<file path="src/rtl/uart_arb_pkg.sv">
`default_nettype none
// ============================================================================
//  Module      : uart_arb_pkg
//  Description : Shared types and helper functions for the UART TX arbiter.
//  Revision    : 1.0 - initial release
// ============================================================================
package uart_arb_pkg;

    // Arbiter FSM states: waiting for a requester, or moving one message
    typedef enum logic [0:0] {
        IDLE = 1'b0,
        XFER = 1'b1
    } arb_state_t;

    // Clock cycles the UART needs to shift out one 10-bit frame, plus a small
    // margin for its per-byte load overhead so the credit model never runs
    // ahead of the real FIFO drain.
    function automatic int byte_cycles(input int clk_hz, input int baud);
        return (clk_hz / baud) * 10 + 2;
    endfunction

    // Bits needed to hold a credit count from 0 up to and including depth
    function automatic int credit_width(input int depth);
        return $clog2(depth + 1);
    endfunction

endpackage
`default_nettype wire

</file>
<file path="src/rtl/uart_tx_arbiter_rr_picker.sv">
`default_nettype none
// ============================================================================
//  Module      : rr_picker
//  Description : Combinational round-robin selector. Searches the request
//                vector upward from ptr (wrapping) and returns the first hit.
//  Revision    : 1.0 - initial release
// ============================================================================
module rr_picker #(
    parameter int NUM_REQ = 4
) (
    input  logic [NUM_REQ-1:0]         req,
    input  logic [$clog2(NUM_REQ)-1:0] ptr,
    output logic [$clog2(NUM_REQ)-1:0] winner,
    output logic                       any_req
);

    localparam int IDW = $clog2(NUM_REQ);

    // Two copies side by side so a single right shift rotates ptr to bit 0
    logic [2*NUM_REQ-1:0] doubled;
    logic [2*NUM_REQ-1:0] rotated;

    assign doubled = {req, req};
    assign rotated = doubled >> ptr;

    // Lowest rotated offset wins; scan downward so the last hit is the closest
    always_comb begin
        winner  = '0;
        any_req = 1'b0;
        for (int k = NUM_REQ - 1; k >= 0; k--) begin
            if (rotated[k]) begin
                winner  = IDW'((int'(ptr) + k) % NUM_REQ);
                any_req = 1'b1;
            end
        end
    end

endmodule
`default_nettype wire

</file>
<file path="src/rtl/uart_tx_arbiter.sv">
`default_nettype none
// ============================================================================
//  Module      : uart_tx_arbiter
//  Description : Message-level round-robin arbiter in front of the UART TX
//                FIFO, with credit-based pacing derived from the baud rate
//                and an idle timeout that releases a stalled owner.
//  Revision    : 1.0 - initial release
// ============================================================================
module uart_tx_arbiter
    import uart_arb_pkg::*;
#(
    parameter int NUM_REQ         = 4,
    parameter int FIFO_DEPTH      = 64,
    parameter int CLOCK_FREQUENCY = 27000000,
    parameter int BAUD_RATE       = 115200,
    parameter int IDLE_TIMEOUT    = 1024
) (
    input  logic                       clock,
    input  logic                       reset,
    input  logic [8*NUM_REQ-1:0]       req_data,
    input  logic [NUM_REQ-1:0]         req_valid,
    input  logic [NUM_REQ-1:0]         req_last,
    output logic [NUM_REQ-1:0]         req_ready,
    output logic [7:0]                 tx_fifo_data_in,
    output logic                       tx_fifo_write_en,
    output logic [$clog2(NUM_REQ)-1:0] grant_id,
    output logic                       busy,
    output logic                       timeout_pulse
);

    localparam int IDW         = $clog2(NUM_REQ);
    localparam int BYTE_CYCLES = byte_cycles(CLOCK_FREQUENCY, BAUD_RATE);
    localparam int CW          = credit_width(FIFO_DEPTH);
    localparam int TW          = $clog2(BYTE_CYCLES + 1);
    localparam int ITW         = $clog2(IDLE_TIMEOUT + 1);

    localparam logic [IDW-1:0] LAST_ID     = IDW'(NUM_REQ - 1);
    localparam logic [CW-1:0]  CREDIT_FULL = CW'(FIFO_DEPTH);
    localparam logic [TW-1:0]  TIMER_MAX   = TW'(BYTE_CYCLES - 1);
    localparam logic [ITW-1:0] IDLE_MAX    = ITW'(IDLE_TIMEOUT - 1);

    arb_state_t     state;
    arb_state_t     next_state;
    logic [IDW-1:0] rr_ptr;
    logic [CW-1:0]  credits;
    logic [TW-1:0]  byte_timer;
    logic [ITW-1:0] idle_cnt;

    logic [IDW-1:0] winner;
    logic           any_req;
    logic           sel_valid;
    logic           sel_last;
    logic [7:0]     sel_byte;
    logic           have_credit;
    logic           accept;
    logic           idle_step;
    logic           timeout_hit;
    logic           release_grant;
    logic           credit_return;

    rr_picker #(
        .NUM_REQ (NUM_REQ)
    ) u_picker (
        .req     (req_valid),
        .ptr     (rr_ptr),
        .winner  (winner),
        .any_req (any_req)
    );

    assign busy          = (state == XFER);
    assign have_credit   = (credits != '0);
    assign accept        = busy && have_credit && sel_valid;
    // A credit stall is not the requester's fault, so only count idle
    // cycles while the link could actually have taken a byte.
    assign idle_step     = busy && have_credit && !sel_valid;
    assign timeout_hit   = idle_step && (idle_cnt == IDLE_MAX);
    assign release_grant = (accept && sel_last) || timeout_hit;
    assign credit_return = (credits != CREDIT_FULL) && (byte_timer == TIMER_MAX);

    // Route the current owner's request signals and drive its ready bit only
    always_comb begin
        sel_valid = 1'b0;
        sel_last  = 1'b0;
        sel_byte  = '0;
        req_ready = '0;
        for (int i = 0; i < NUM_REQ; i++) begin
            if (grant_id == IDW'(i)) begin
                sel_valid    = req_valid[i];
                sel_last     = req_last[i];
                sel_byte     = req_data[8*i +: 8];
                req_ready[i] = busy && have_credit;
            end
        end
    end

    // FSM state register
    always_ff @(posedge clock) begin
        if (reset) begin
            state <= IDLE;
        end else begin
            state <= next_state;
        end
    end

    // FSM next-state: grant on any request, release on last byte or timeout
    always_comb begin
        next_state = state;
        case (state)
            IDLE:    if (any_req) next_state = XFER;
            XFER:    if (release_grant) next_state = IDLE;
            default: next_state = IDLE;
        endcase
    end

    // Owner, round-robin pointer and idle counter
    always_ff @(posedge clock) begin
        if (reset) begin
            grant_id <= '0;
            rr_ptr   <= '0;
            idle_cnt <= '0;
        end else begin
            if (state == IDLE && any_req) begin
                grant_id <= winner;
            end
            if (busy && release_grant) begin
                rr_ptr <= (grant_id == LAST_ID) ? '0 : grant_id + 1'b1;
            end
            if (!busy || accept || release_grant) begin
                idle_cnt <= '0;
            end else if (idle_step) begin
                idle_cnt <= idle_cnt + 1'b1;
            end
        end
    end

    // Registered FIFO write port and timeout strobe
    always_ff @(posedge clock) begin
        if (reset) begin
            tx_fifo_write_en <= 1'b0;
            tx_fifo_data_in  <= '0;
            timeout_pulse    <= 1'b0;
        end else begin
            tx_fifo_write_en <= accept;
            if (accept) begin
                tx_fifo_data_in <= sel_byte;
            end
            timeout_pulse <= timeout_hit;
        end
    end

    // Credit model: spend on each write, earn one back per modelled byte time
    always_ff @(posedge clock) begin
        if (reset) begin
            credits    <= CREDIT_FULL;
            byte_timer <= '0;
        end else begin
            if (credits == CREDIT_FULL || credit_return) begin
                byte_timer <= '0;
            end else begin
                byte_timer <= byte_timer + 1'b1;
            end
            case ({accept, credit_return})
                2'b10:   credits <= credits - 1'b1;
                2'b01:   credits <= credits + 1'b1;
                default: credits <= credits;
            endcase
        end
    end

endmodule
`default_nettype wire

</file>
<file path="config.mk">
export PLATFORM = sky130hd
export DESIGN_NAME = uart_tx_arbiter
export DESIGN_NICKNAME = d
export VERILOG_FILES = /design/src/rtl/uart_arb_pkg.sv /design/src/rtl/uart_tx_arbiter_rr_picker.sv /design/src/rtl/uart_tx_arbiter.sv
export SDC_FILE = /design/constraint.sdc
export NUM_CORES = 1
export LEC_CHECK = 0
export ABC_CLOCK_PERIOD_IN_PS = 3000
export CAP_MARGIN = 30
export CORE_MARGIN = 2
export CORE_UTILIZATION = 35
export DETAILED_ROUTE_END_ITERATION = 7
export HOLD_SLACK_MARGIN = 0.12
export PLACE_DENSITY_LB_ADDON = 0.1
export SETUP_SLACK_MARGIN = 0.15
export SLEW_MARGIN = 20
export SYNTH_ARGS = -nofsm -noshare
export SYNTH_HDL_FRONTEND = slang
export SYNTH_HIERARCHICAL = 1
export SYNTH_SLANG_ARGS = --single-unit
</file>
<file path="constraint.sdc">
create_clock -name clock -period 3 [get_ports clock]
set_input_delay 0.45 -clock clock [delete_from_list [all_inputs] [get_ports clock]]
set_output_delay 0.45 -clock clock [all_outputs]
set_load 0.005 [all_outputs]
</file>
* Word-level counts from Yosys, hierarchy flattened *
Cells that the tools add are included.

operators by class
  add/sub/neg operators = 8
  multiply operators = 0
  div/mod/pow operators = 0
  order comparisons = 0
  eq/ne operators = 9
  shifts and indexed selects = 1
  muxes and demuxes = 29
  bitwise gates (word level) = 1
  reduce and logical (&&, ||, !) cells = 19

operators with widths
  cell                   number
  $mux 8                 4
  $mux 1                 18
  $pmux 7 s2             1
  $add 12x1->12 const B  1
  $eq 12x12->1 const B   1
  $add 11x1->11 const B  1
  $eq 11x10->1 const B   1
  $mux 2                 5
  $logic_and 1x1->1      8
  $shr 8x2->4            1
  $add 7x1->7 const B    1
  $eq 7x7->1 const B     1
  $ne 7x7->1 const B     1
  $reduce_bool 7->1      1
  $sub 7x1->7 const B    1
  $eq 2x2->1 const B     3
  $add 2x1->2 const B    2
  $add 2x2->2 const B    2
  $eq 2x1->1 const B     2
  $logic_or 1x1->1       4
  $reduce_or 2->1        2
  $logic_not 1->1        2
  $logic_not 2->1        1
  $pmux 1 s2             1
  other kinds (2)        2

word-level totals
  register bits = 45
  latch bits = 0
  RAM bits = 0
  memory bits (read-only) = 0
  input port bits = 42
  output and inout bits = 17
  word-level logic and storage cells = 76
  memories kept = 0

* Logic depth before layout (Yosys ltp) *
Gate-level depths: netlist of run 1.

  depth after elaboration = 11
  depth in mapped cells = 15
  mapped depth without buffers = 14

* Hierarchy *
The synthesis of run 1 kept the hierarchy.

modules (own cells, without submodules)
  module           instances  cells an instance  area an instance (sq um)  seq. area each (sq um)
  uart_tx_arbiter  1          296                2523.7                    900.9
  rr_picker        1          15                 77.6                      0.0

* Worst setup path before layout of run 1 *
Ideal clock, no wire load.

  path kind = reg-to-reg
  start = register grant_id[1]
  end = register credits[6]
  setup time = 0.122 ns
  arrival = 3.054 ns
  required time = 2.878 ns
  path slack = -0.176 ns
  stages on the path, launching flop included = 16
  buffers on the path = 1
  clock period less this slack = 3.176 ns
  cells stage by stage = dfxtp_1 > inv_1 > ha_1 > nand3b_1 > a211o_1 > nor2_2 > buf_6 > inv_1 > ha_1 > inv_1 > ha_1 > nor2b_1 > a311oi_1 > o211ai_1 > xnor2_1 > nand2_1

on the way
  longest elaborated chain between the ends = 8
  elaborated cells on any way between the ends = 13
  those cells by class = eq/ne: 5; mux: 5; reduce/logical: 3

ends and longest elaborated chain
  item                                                    line                    source
  start: declaration                                      uart_tx_arbiter.sv:26   output logic [$clog2(NUM_REQ)-1:0] grant_id,
  start signal: assignment                                uart_tx_arbiter.sv:123  grant_id <= winner;
  $logic_not 2->1                                         uart_tx_arbiter.sv:87   if (grant_id == IDW'(i)) begin
  $mux 1 (3 in a row)                                     uart_tx_arbiter.sv:87
  $mux 1 (*)                                              uart_tx_arbiter.sv:87
  $logic_and 1x1->1 (*)                                   uart_tx_arbiter.sv:72   assign accept = busy && have_credit && sel_valid;
  $eq 2x1->1 / $eq 2x2->1 (equally long branches)         uart_tx_arbiter.sv:162  case ({accept, credit_return})
  $pmux 7 s2 / $reduce_bool 2->1 (equally long branches)  --
  end signal: assignment                                  uart_tx_arbiter.sv:163  2'b10: credits <= credits - 1'b1;
  end signal: assignment                                  uart_tx_arbiter.sv:164  2'b01: credits <= credits + 1'b1;
  end signal: assignment                                  uart_tx_arbiter.sv:165  default: credits <= credits;
  end: declaration                                        uart_tx_arbiter.sv:45   logic [CW-1:0] credits;

Every way passes the cells marked *; elsewhere a longest branch is shown, timed or not.
A chain may end at the register's enable or synchronous reset.

* Final worst setup path of run 1 *
  start = input port req_valid[3]
  end = register credits[6]

on the way
  longest elaborated chain between the ends = 4
  elaborated cells on any way between the ends = 6
  those cells by class = eq/ne: 2; mux: 2; reduce/logical: 2

ends and longest elaborated chain
  item                                                    line                    source
  start: declaration                                      uart_tx_arbiter.sv:21   input logic [NUM_REQ-1:0] req_valid,
  $mux 1 (*)                                              uart_tx_arbiter.sv:87
  $logic_and 1x1->1 (*)                                   uart_tx_arbiter.sv:72
  $eq 2x1->1 / $eq 2x2->1 (equally long branches)         uart_tx_arbiter.sv:162
  $pmux 7 s2 / $reduce_bool 2->1 (equally long branches)  --

Marked as above.

==> results of run 1 <==
sequential cells by signal, summed over array words and instances, names as in the netlist:
| register | cells |
|---|---|
| byte_timer | 12 |
| idle_cnt | 11 |
| tx_fifo_data_in | 8 |
| credits | 7 |
| grant_id | 2 |
| rr_ptr | 2 |
| busy | 1 |
| timeout_pulse | 1 |
| tx_fifo_write_en | 1 |
cells by family (layout without fill, tap and decap cells):
kind of cell,Yosys count,after routing,share of synthesized area (%)
mux,2,2,0.770
flops,45,45,34.6
fa+ha+maj,14,14,7.02
buf+inv,26,106,5.05
simple gates,137,137,27.0
compound gates,64,64,17.7
xor+xnor,23,23,7.74
layout make-up:
| class | count | share of cell area (%) |
|---|---|---|
| Clock inverter | 2 | 0.445 |
| Inverter | 14 | 1.57 |
| Multi-Input combinational cell | 240 | 46.4 |
| Sequential cell | 45 | 24.9 |
| Clock buffer | 5 | 1.88 |
| Timing Repair Buffer | 85 | 21.4 |
| Tap cell | 99 | 3.39 |
layout by cell type (no fill, tap or decap), types with 9 or more instances in the layout:
| cell type | n |
|---|---|
| nor2b_1 | 9 |
| nor3_1 | 14 |
| dfxtp_1 | 42 |
| nand3_1 | 12 |
| inv_1 | 13 |
| nand2_1 | 19 |
| clkdlybuf4s50_1 | 58 |
| buf_4 | 27 |
| a21oi_1 | 18 |
| nor2_1 | 47 |
| xnor2_1 | 15 |
timing repair:
action	CTS	global route
endpoints found under the hold margin	0	0
pin swaps	3	5
setup buffers	0	1
resized for setup	3	17
endpoints found under the setup margin	3	4
synthesized netlist by cell type, drive strengths merged (3+ instances only):
master,count
nor2,48
dfxtp,45
a21oi,21
nand2,19
nor3,15
xnor2,15
inv,14
ha,13
nand3,13
a211oi,11
nor2b,11
a221oi,8
buf,8
nand4,8
xor2,8
o21ai,5
and3,4
clkbuf,4
nor4,4
a211o,3
and2,3
o211ai,3
through the flow:
stage	power, mW	setup TNS (ps)	cells	setup slack, ps
after floorplan	1.00	0	311	161
after global placement	1.21	-24.4	482	-24.4
after detailed placement	1.22	-67.1	482	-67.1
after CTS	1.59	0	489	201
after global routing	1.71	0	490	76.9
final	1.61	0	490	244
worst paths after layout:
path / from / endpoint / slack [ps] / cells after the start
max: req_valid[3] / credits[6]$_SDFFE_PP1P_ / 240 / 13
min: idle_cnt[10]$_SDFFE_PP0P_ / idle_cnt[10]$_SDFFE_PP0P_ / 470 / 1
max reg2reg: byte_timer[3]$_SDFF_PP0_ / credits[6]$_SDFFE_PP1P_ / 250 / 12
min reg2reg: idle_cnt[10]$_SDFFE_PP0P_ / idle_cnt[10]$_SDFFE_PP0P_ / 470 / 1
critical path, delay by kind of cell:
family          cells  cell delay (ps)
buf+inv             3              650
xor+xnor            1              180
fa+ha+maj           2              390
simple gates        4              520
compound gates      3              740
routing by layer:
layer	global-route usage, %	wire, um	vias up
met5	0	0	-
li1	-	-	1275
met3	3.10	186	4
met2	25.1	3000	33
met4	4.23	54	0
met1	21.7	3240	1093
power by group through the flow:
stage	registers [mW]	clock network, mW	logic, mW
6_report	0.683	0.372	0.551
5_1_grt	0.690	0.406	0.613
4_1_cts	0.682	0.381	0.528
3_5_place_dp	0.695	0	0.521
3_3_place_gp	0.695	0	0.518
2_1_floorplan	0.694	0	0.310
==> qor.yml, run 1 <==
register_area_um2: 910
synth.area.top_cells: "dfxtp_1, nor2_1, ha_1"
period_share_pct: 91.9
holdWs_ps: 469
cts-hold-fix-buffers: 0
grt-ovfl-total: 0
postRouteAntennaNets: 0
io_pins: 59
viasPerCell: 4.91
synth_warnings: 6
cp_max_fo: 6
powerDensity_nw_per_um2: 439
antenna_cells: 0
start_kind: "input pin"
gp_congestion: 0.782
yosysTopAreaCellShare_pct: 34.6
grt_first_pass_wirelength_um: 10700
drcViolationCount: 0
initial_core_util_pct: 36.1
synth_seq_cells: 45
areaGrowthSynthToFinish_pct: 40.6
grt_max_degree: 22
fmax_mhz: 363
cts_tree: "built"
hold_viol: 0
path_cells: "clkdlybuf4s50_1, and2b_2, a211o_1, nor2_4, inv_1, ha_4, inv_6, ha_4, nor2b_4, a311oi_2, o211ai_1, xnor2_1, nand2_1"
maxSlewHeadroom_pct: 72.4
setup_viol: 0
hold_path.class: "reg2reg"
cp.arrival_ps: 2930
worstPathRequired_ps: 3180
ys_seq_area_share_pct: 34.6
synth_ff_type: "dfxtp_1"
n_fill_cell: 729
portBuffers: 58
grt_pass1_vias: 2215
yosysTopAreaCell: "dfxtp_1"
cell_internal_pwr_mw: 1.09
wirelength_um: 6480
outcome: "finished clean"
dr_total_vias: 2405
finalInstanceArea_um2: 3660
drive_gt1_share_pct: 17.1
rows: 31
drt_iter0_markers: 70
wl_per_cell_um: 13.2
finClkSkew_ps: 8.46
finalNetCount: 447
crit_top_cell: "ha_4"
die_y_um: 90.2
irDropWorstVdd_uv: 312
first_pass_iters: 4
insertion_delay_ps: 300
post_dp_cell_area_um2: 3470
dieArea_um2: 8140
cts_buffers: 5
clkTransAtPathRegs_ps: 90
cp_slowest_cell: "clkdlybuf4s50_1"
async_reset_ff_share_pct: 0
crit_path_max_incr_delay_ps: 480
comb_power_share_pct: 34.3
grt_use_total_pct: 15.7
die_x_um: 90.2
crit_path_end_kind: "flip-flop"
p_switching_uw: 512
seqPwrFrac_pct: 42.5
fin_util_pct: 50.7
cts_sinks: 45
p_leak_nw: 1.34
slew_violations: 0
p_sw_share_pct: 31.9
synth_cell_type_count: 56
htreeDepth: 2
synth_area_um2: 2600
period_minus_slack_ps: 2760
core-area_um2: 7210
synth-edff-count: 0
cts_buffer_depth: 2
synth.avg_cell_area_um2: 8.36
hpwl_um: 4910
clkPwrFrac_pct: 23.2
synth_cells: 311
path_class: "in2reg"
tightest_slew_ps: 412
maxCapViolCount: 0
synth_nets: 367
antenna_found_initial: 0
multi_input_area_um2: 1700
root_buffer: "clkbuf_8"
rsz0062_at_grt: "yes"
(Power assumes the default switching activity.)
==> inputs of run 2 (changes only) <==
SETUP_SLACK_MARGIN = 0.02   (was 0.15)
==> qor.yml, run 2 (same netlist as run 1, synthesis figures left out) <==
n_fill_cell: 764  # +4.8%
portBuffers: 58  # unchanged
areaGrowthSynthToFinish_pct: 41.3
register_area_um2: 903  # -0.69%
htreeDepth: 2  # unchanged
grt_max_degree: 22  # unchanged
cp_max_fo: 5  # -1
dp_cells: 494  # +2.5%
grt_pass1_vias: 2311  # +4.3%
die_y_um: 90.2  # unchanged
post_dp_cell_area_um2: 3530  # +1.7%
cts_buffer_depth: 2  # unchanged
cts_buffers: 5  # unchanged
root_buffer: "clkbuf_8"
period_minus_slack_ps: 2780  # +21.7 ps
finalNetCount: 459  # +2.7%
powerDensity_nw_per_um2: 462  # +5.3%
drcViolationCount: 0  # unchanged
clkPwrFrac_pct: 28.1  # +4.9 points
maxCapViolCount: 0  # unchanged
p_leak_nw: 1.39  # +3.8%
final_common_cell: "clkdlybuf4s50_1"
total_power_mw: 1.70  # +5.8%
seqPwrFrac_pct: 39.9  # -2.6 points
hpwl_um: 4940  # +0.71%
met1_length_um: 3160  # -2.3%
layout.cells.non_filler: 503  # +2.7%
cell_internal_pwr_mw: 1.19  # +8.5%
clkTransAtPathRegs_ps: 100  # about the same
slew_violations: 0  # unchanged
wl_met2_um: 2950  # -1.6%
dieArea_um2: 8140  # unchanged
rsz0062_at_grt: "no"
grt_first_pass_wirelength_um: 11000  # +2.9%
reg.largest.list: "byte_timer: 12 flops, idle_cnt: 11 flops, tx_fifo_data_in: 8 flops"
finalInstanceArea_um2: 3670  # +0.48%
maxSlewHeadroom_pct: 71.8  # -0.60 points
largest_register_ffs: 12  # unchanged
finClkSkew_ps: 11.0  # +2.53 ps
comb_power_share_pct: 31.9  # -2.4 points
grt_use_total_pct: 16.2  # +0.52 points
antenna_cells: 0  # unchanged
outcome: "finished clean"
wl_per_cell_um: 12.8  # -3.4%
postRouteAntennaNets: 0  # unchanged
cp.arrival_ps: 2960  # +30 ps
fmax_mhz: 360  # -0.78%
crit_path_end_kind: "flip-flop"
tightest_slew_ps: 421  # +8.88 ps
worstPathRequired_ps: 3180  # about the same
regMostFlops: "byte_timer"
multi_input_area_um2: 1600  # -5.6%
drt_iter0_markers: 70  # unchanged
p_sw_share_pct: 30.2  # -1.7 points
hold_path.class: "reg2reg"
core-area_um2: 7210  # unchanged
irDropWorstVdd_uv: 259  # -17%
setup_viol: 0  # unchanged
wirelength_um: 6430  # -0.80%
period_share_pct: 92.6  # +0.72 points
path_class: "reg2reg"
rows: 31  # unchanged
gp_congestion: 0.837  # +7.1%
final_cell_mix: "clkdlybuf4s50_1, nor2_1, dfxtp_1"
met3WireLength_um: 267  # +44%
start_kind: "flip-flop"
hold_viol: 0  # unchanged
initial_core_util_pct: 36.1  # unchanged
drive_gt1_share_pct: 17.1  # -0.056 points
antenna_found_initial: 0  # unchanged
grt-ovfl-total: 0  # unchanged
io_pins: 59  # unchanged
die_x_um: 90.2  # unchanged
dr_total_vias: 2447  # +1.7%
insertion_delay_ps: 300  # about the same
first_pass_iters: 4  # unchanged
p_switching_uw: 512  # about the same
viasPerCell: 4.86  # -0.88%
highest_layer: "met4"
cts_sinks: 45  # unchanged
cts_tree: "built"
==> run 2: cell types whose count changed in the layout (fill, tap and decap cells not counted), moves of 2 or more <==
| cell | change |
|---|---|
| buf_4 | +12 |
| ha_1 | +5 |
| ha_4 | -4 |
| dfxtp_4 | -2 |
| nor2b_1 | +2 |
==> run 2: metrics by stage <==
stage	hold slack (ps)	utilization [%]	TNS [ps]	setup slack, ps
4_1_cts	474	50.6	0	24.5
3_3_place_gp	453	48.9	-157	-80.1
3_5_place_dp	460	48.9	-382	-117
2_1_floorplan	445	-	0	23.4
5_1_grt	507	50.9	0	23.3
6_report	474	50.9	0	223
==> run 2: per-layer routing <==
layer | vias to the layer above | global-route usage (%)
met5 | - | 0
met1 | 1104 | 22.1
met3 | 4 | 3.52
met4 | 0 | 3.97
met2 | 42 | 26.3
li1 | 1297 | -
==> run 2: layout make-up <==
class / count / share of cell area, %
tap: 99 / 3.37
sequential: 45 / 24.6
multi-input combinational: 240 / 43.6
inverter: 14 / 1.43
clock buffer: 5 / 1.87
timing repair buffer: 97 / 23.8
clock inverter: 3 / 1.36
==> run 2: repair_timing <==
action | in CTS | in global routing
endpoints found under the setup margin | 2 | 4
resized for setup | 1 | 7
setup buffers | 0 | 1
hold buffers | 0 | 0
pin swaps | 0 | 5
endpoints found under the hold margin | 0 | 0
==> run 2: worst paths after layout <==
path / startpoint / endpoint / slack, ps / depth (start not counted)
min: idle_cnt[10]$_SDFFE_PP0P_ / idle_cnt[10]$_SDFFE_PP0P_ / 470 / 1
max reg2reg: grant_id[1]$_SDFFE_PP0P_ / credits[6]$_SDFFE_PP1P_ / 220 / 15
max: grant_id[1]$_SDFFE_PP0P_ / credits[6]$_SDFFE_PP1P_ / 220 / 15
min reg2reg: idle_cnt[10]$_SDFFE_PP0P_ / idle_cnt[10]$_SDFFE_PP0P_ / 470 / 1
==> run 2: power groups by stage <==
stage | Combinational (mW) | Sequential [mW] | Clock, mW
detailed placement | 0.535 | 0.693 | 0
CTS | 0.542 | 0.679 | 0.495
finish | 0.542 | 0.678 | 0.478
global route | 0.605 | 0.685 | 0.518
floorplan | 0.303 | 0.692 | 0
global placement | 0.533 | 0.691 | 0
==> run 2: critical path: stages, from the launching register on <==
cell      delay [ps]
dfxtp_2          360
inv_1             70
ha_1             230
a211oi_2         270
a211o_1          240
nor2_4            40
inv_1             70
ha_2             180
inv_2             60
buf_4            130
fa_2             350
a21oi_2          180
o21a_1           140
o211ai_1         100
xnor2_1          140
nand2_1           60
==> inputs of run 3 (changes only) <==
CORE_MARGIN = unset   (was 2)
==> qor.yml, run 3 (same netlist as run 1, synthesis figures left out) <==
gp_congestion: 0.771  # -8.0%
grt_max_degree: 22  # unchanged
highest_layer: "met4"
grt_pass1_vias: 2247  # -2.8%
holdWs_ps: 471  # -2.93 ps
cts_buffer_depth: 2  # unchanged
first_pass_iters: 5  # +1
setup_viol: 0  # unchanged
timing.final.ws_setup_ps: 160  # -62.4 ps
wl_per_cell_um: 12.9  # +1.2%
final_cell_mix: "clkdlybuf4s50_1, nor2_1, dfxtp_1"
viasPerCell: 4.96  # +1.9%
worstPathRequired_ps: 3190  # about the same
regMostFlops: "byte_timer"
fmax_mhz: 352  # -2.2%
grt_first_pass_wirelength_um: 10400  # -5.4%
grt_use_total_pct: 17.2  # +0.92 points
start_kind: "flip-flop"
core-area_um2: 7210  # unchanged
grt-ovfl-total: 0  # unchanged
antenna_found_initial: 0  # unchanged
post_dp_cell_area_um2: 3520  # -0.21%
post-place-ws_ps: -141  # -23.8 ps
clkTransAtPathRegs_ps: 90  # about the same
cp_slowest_cell: "or4b_4"
cp_num_buf_inv: 2  # -2
total_power_mw: 1.69  # -0.77%
areaGrowthSynthToFinish_pct: 42.5
postRouteAntennaNets: 0  # unchanged
finClkSkew_ps: 8.67  # -2.32 ps
powerDensity_nw_per_um2: 455  # -1.6%
maxSlewHeadroom_pct: 63.9  # -7.8 points
hold_viol: 0  # unchanged
dr_total_vias: 2488  # +1.7%
fin_setup_tns_ps: 0  # unchanged
portBuffers: 58  # unchanged
finalInstanceArea_um2: 3710  # +0.85%
path_class: "reg2reg"
drcViolationCount: 0  # unchanged
htreeDepth: 2  # unchanged
cts_buffers: 5  # unchanged
cp.arrival_ps: 3030  # +70 ps
insertion_delay_ps: 300  # about the same
finalNetCount: 458  # -0.22%
cts_sinks: 45  # unchanged
met1_length_um: 3160  # about the same
die_y_um: 88.2  # -2.2%
root_buffer: "clkbuf_8"
final_common_cell: "clkdlybuf4s50_1"
hold_path.class: "reg2reg"
outcome: "finished clean"
die_x_um: 88.2  # -2.2%
cp_top_family: "simple AND/OR/NAND/NOR gates"
p_leak_nw: 1.39  # +0.10%
crit_path_end_kind: "flip-flop"
drive_gt1_share_pct: 17.9  # +0.79 points
tightest_slew_ps: 537  # +116 ps
drt_iter0_markers: 65  # -7.1%
io_pins: 59  # unchanged
initial_core_util_pct: 36.1  # unchanged
antenna_cells: 0  # unchanged
crit_path_max_incr_delay_ps: 540  # +180 ps
reg.largest.list: "byte_timer: 12 flops, idle_cnt: 11 flops, tx_fifo_data_in: 8 flops"
wirelength_um: 6490  # +1.0%
largest_register_ffs: 12  # unchanged
path_cells: "or4b_4, nor4_4, nand4b_1, nor2b_1, ha_2, inv_4, buf_6, fa_2, a21oi_4, o21bai_1, xnor2_1, o21ai_1, and2_1"
dieArea_um2: 7780  # -4.4%
hpwl_um: 5010  # +1.3%
cp_max_fo: 4  # -1
wl_met2_um: 3070  # +3.8%
period_minus_slack_ps: 2840  # +62.4 ps
met3WireLength_um: 222  # -17%
irDropWorstVdd_uv: 338  # +31%
maxCapViolCount: 0  # unchanged
rsz0062_at_grt: "yes"
period_share_pct: 94.7  # +2.1 points
rows: 31  # unchanged
slew_violations: 0  # unchanged
cts_tree: "built"
run 3: repair_timing:
action,in CTS,in global routing
pin swaps,0,13
gates resized for setup,2,14
endpoints found under the setup margin,2,5
hold buffers,0,0
setup buffers,0,1
run 3: layout make-up:
class / instances / area (um^2)
Fill cell: 756 / 3510
Multi-Input combinational cell: 240 / 1640
Sequential cell: 45 / 905
Timing Repair Buffer: 96 / 870
Tap cell: 99 / 124
Clock buffer: 6 / 72.6
Inverter: 14 / 55.1
Clock inverter: 2 / 38.8
run 3: power by group:
| part | leakage [nW] | internal (mW) | total, mW | switching, mW |
|---|---|---|---|---|
| clock | 0.0554 | 0.250 | 0.461 | 0.211 |
| sequential | 0.367 | 0.639 | 0.680 | 0.0410 |
| combinational | 0.970 | 0.290 | 0.544 | 0.254 |
| total | 1.39 | 1.18 | 1.69 | 0.506 |
run 3: layer usage:
metal  vias up  track usage, %
li1       1292               -
met1      1148            22.3
met2        44            29.0
met3         4            2.99
met4         0            5.43
met5         -               0
run 3: final timing paths:
check / from / depth (start not counted) / slack (ps) / to
worst max register to register: byte_timer[6]$_SDFF_PP0_ / 13 / 160 / credits[4]$_SDFFE_PP0P_
worst min register to register: idle_cnt[10]$_SDFFE_PP0P_ / 1 / 470 / idle_cnt[10]$_SDFFE_PP0P_
worst max-delay path: byte_timer[6]$_SDFF_PP0_ / 13 / 160 / credits[4]$_SDFFE_PP0P_
worst min-delay path: idle_cnt[10]$_SDFFE_PP0P_ / 1 / 470 / idle_cnt[10]$_SDFFE_PP0P_
run 3: per-stage QoR:
stage,instances,utilization [%]
CTS,501,50.5
global route,502,51.4
floorplan,311,-
finish,502,51.4
global placement,493,48.8
detailed placement,493,48.8
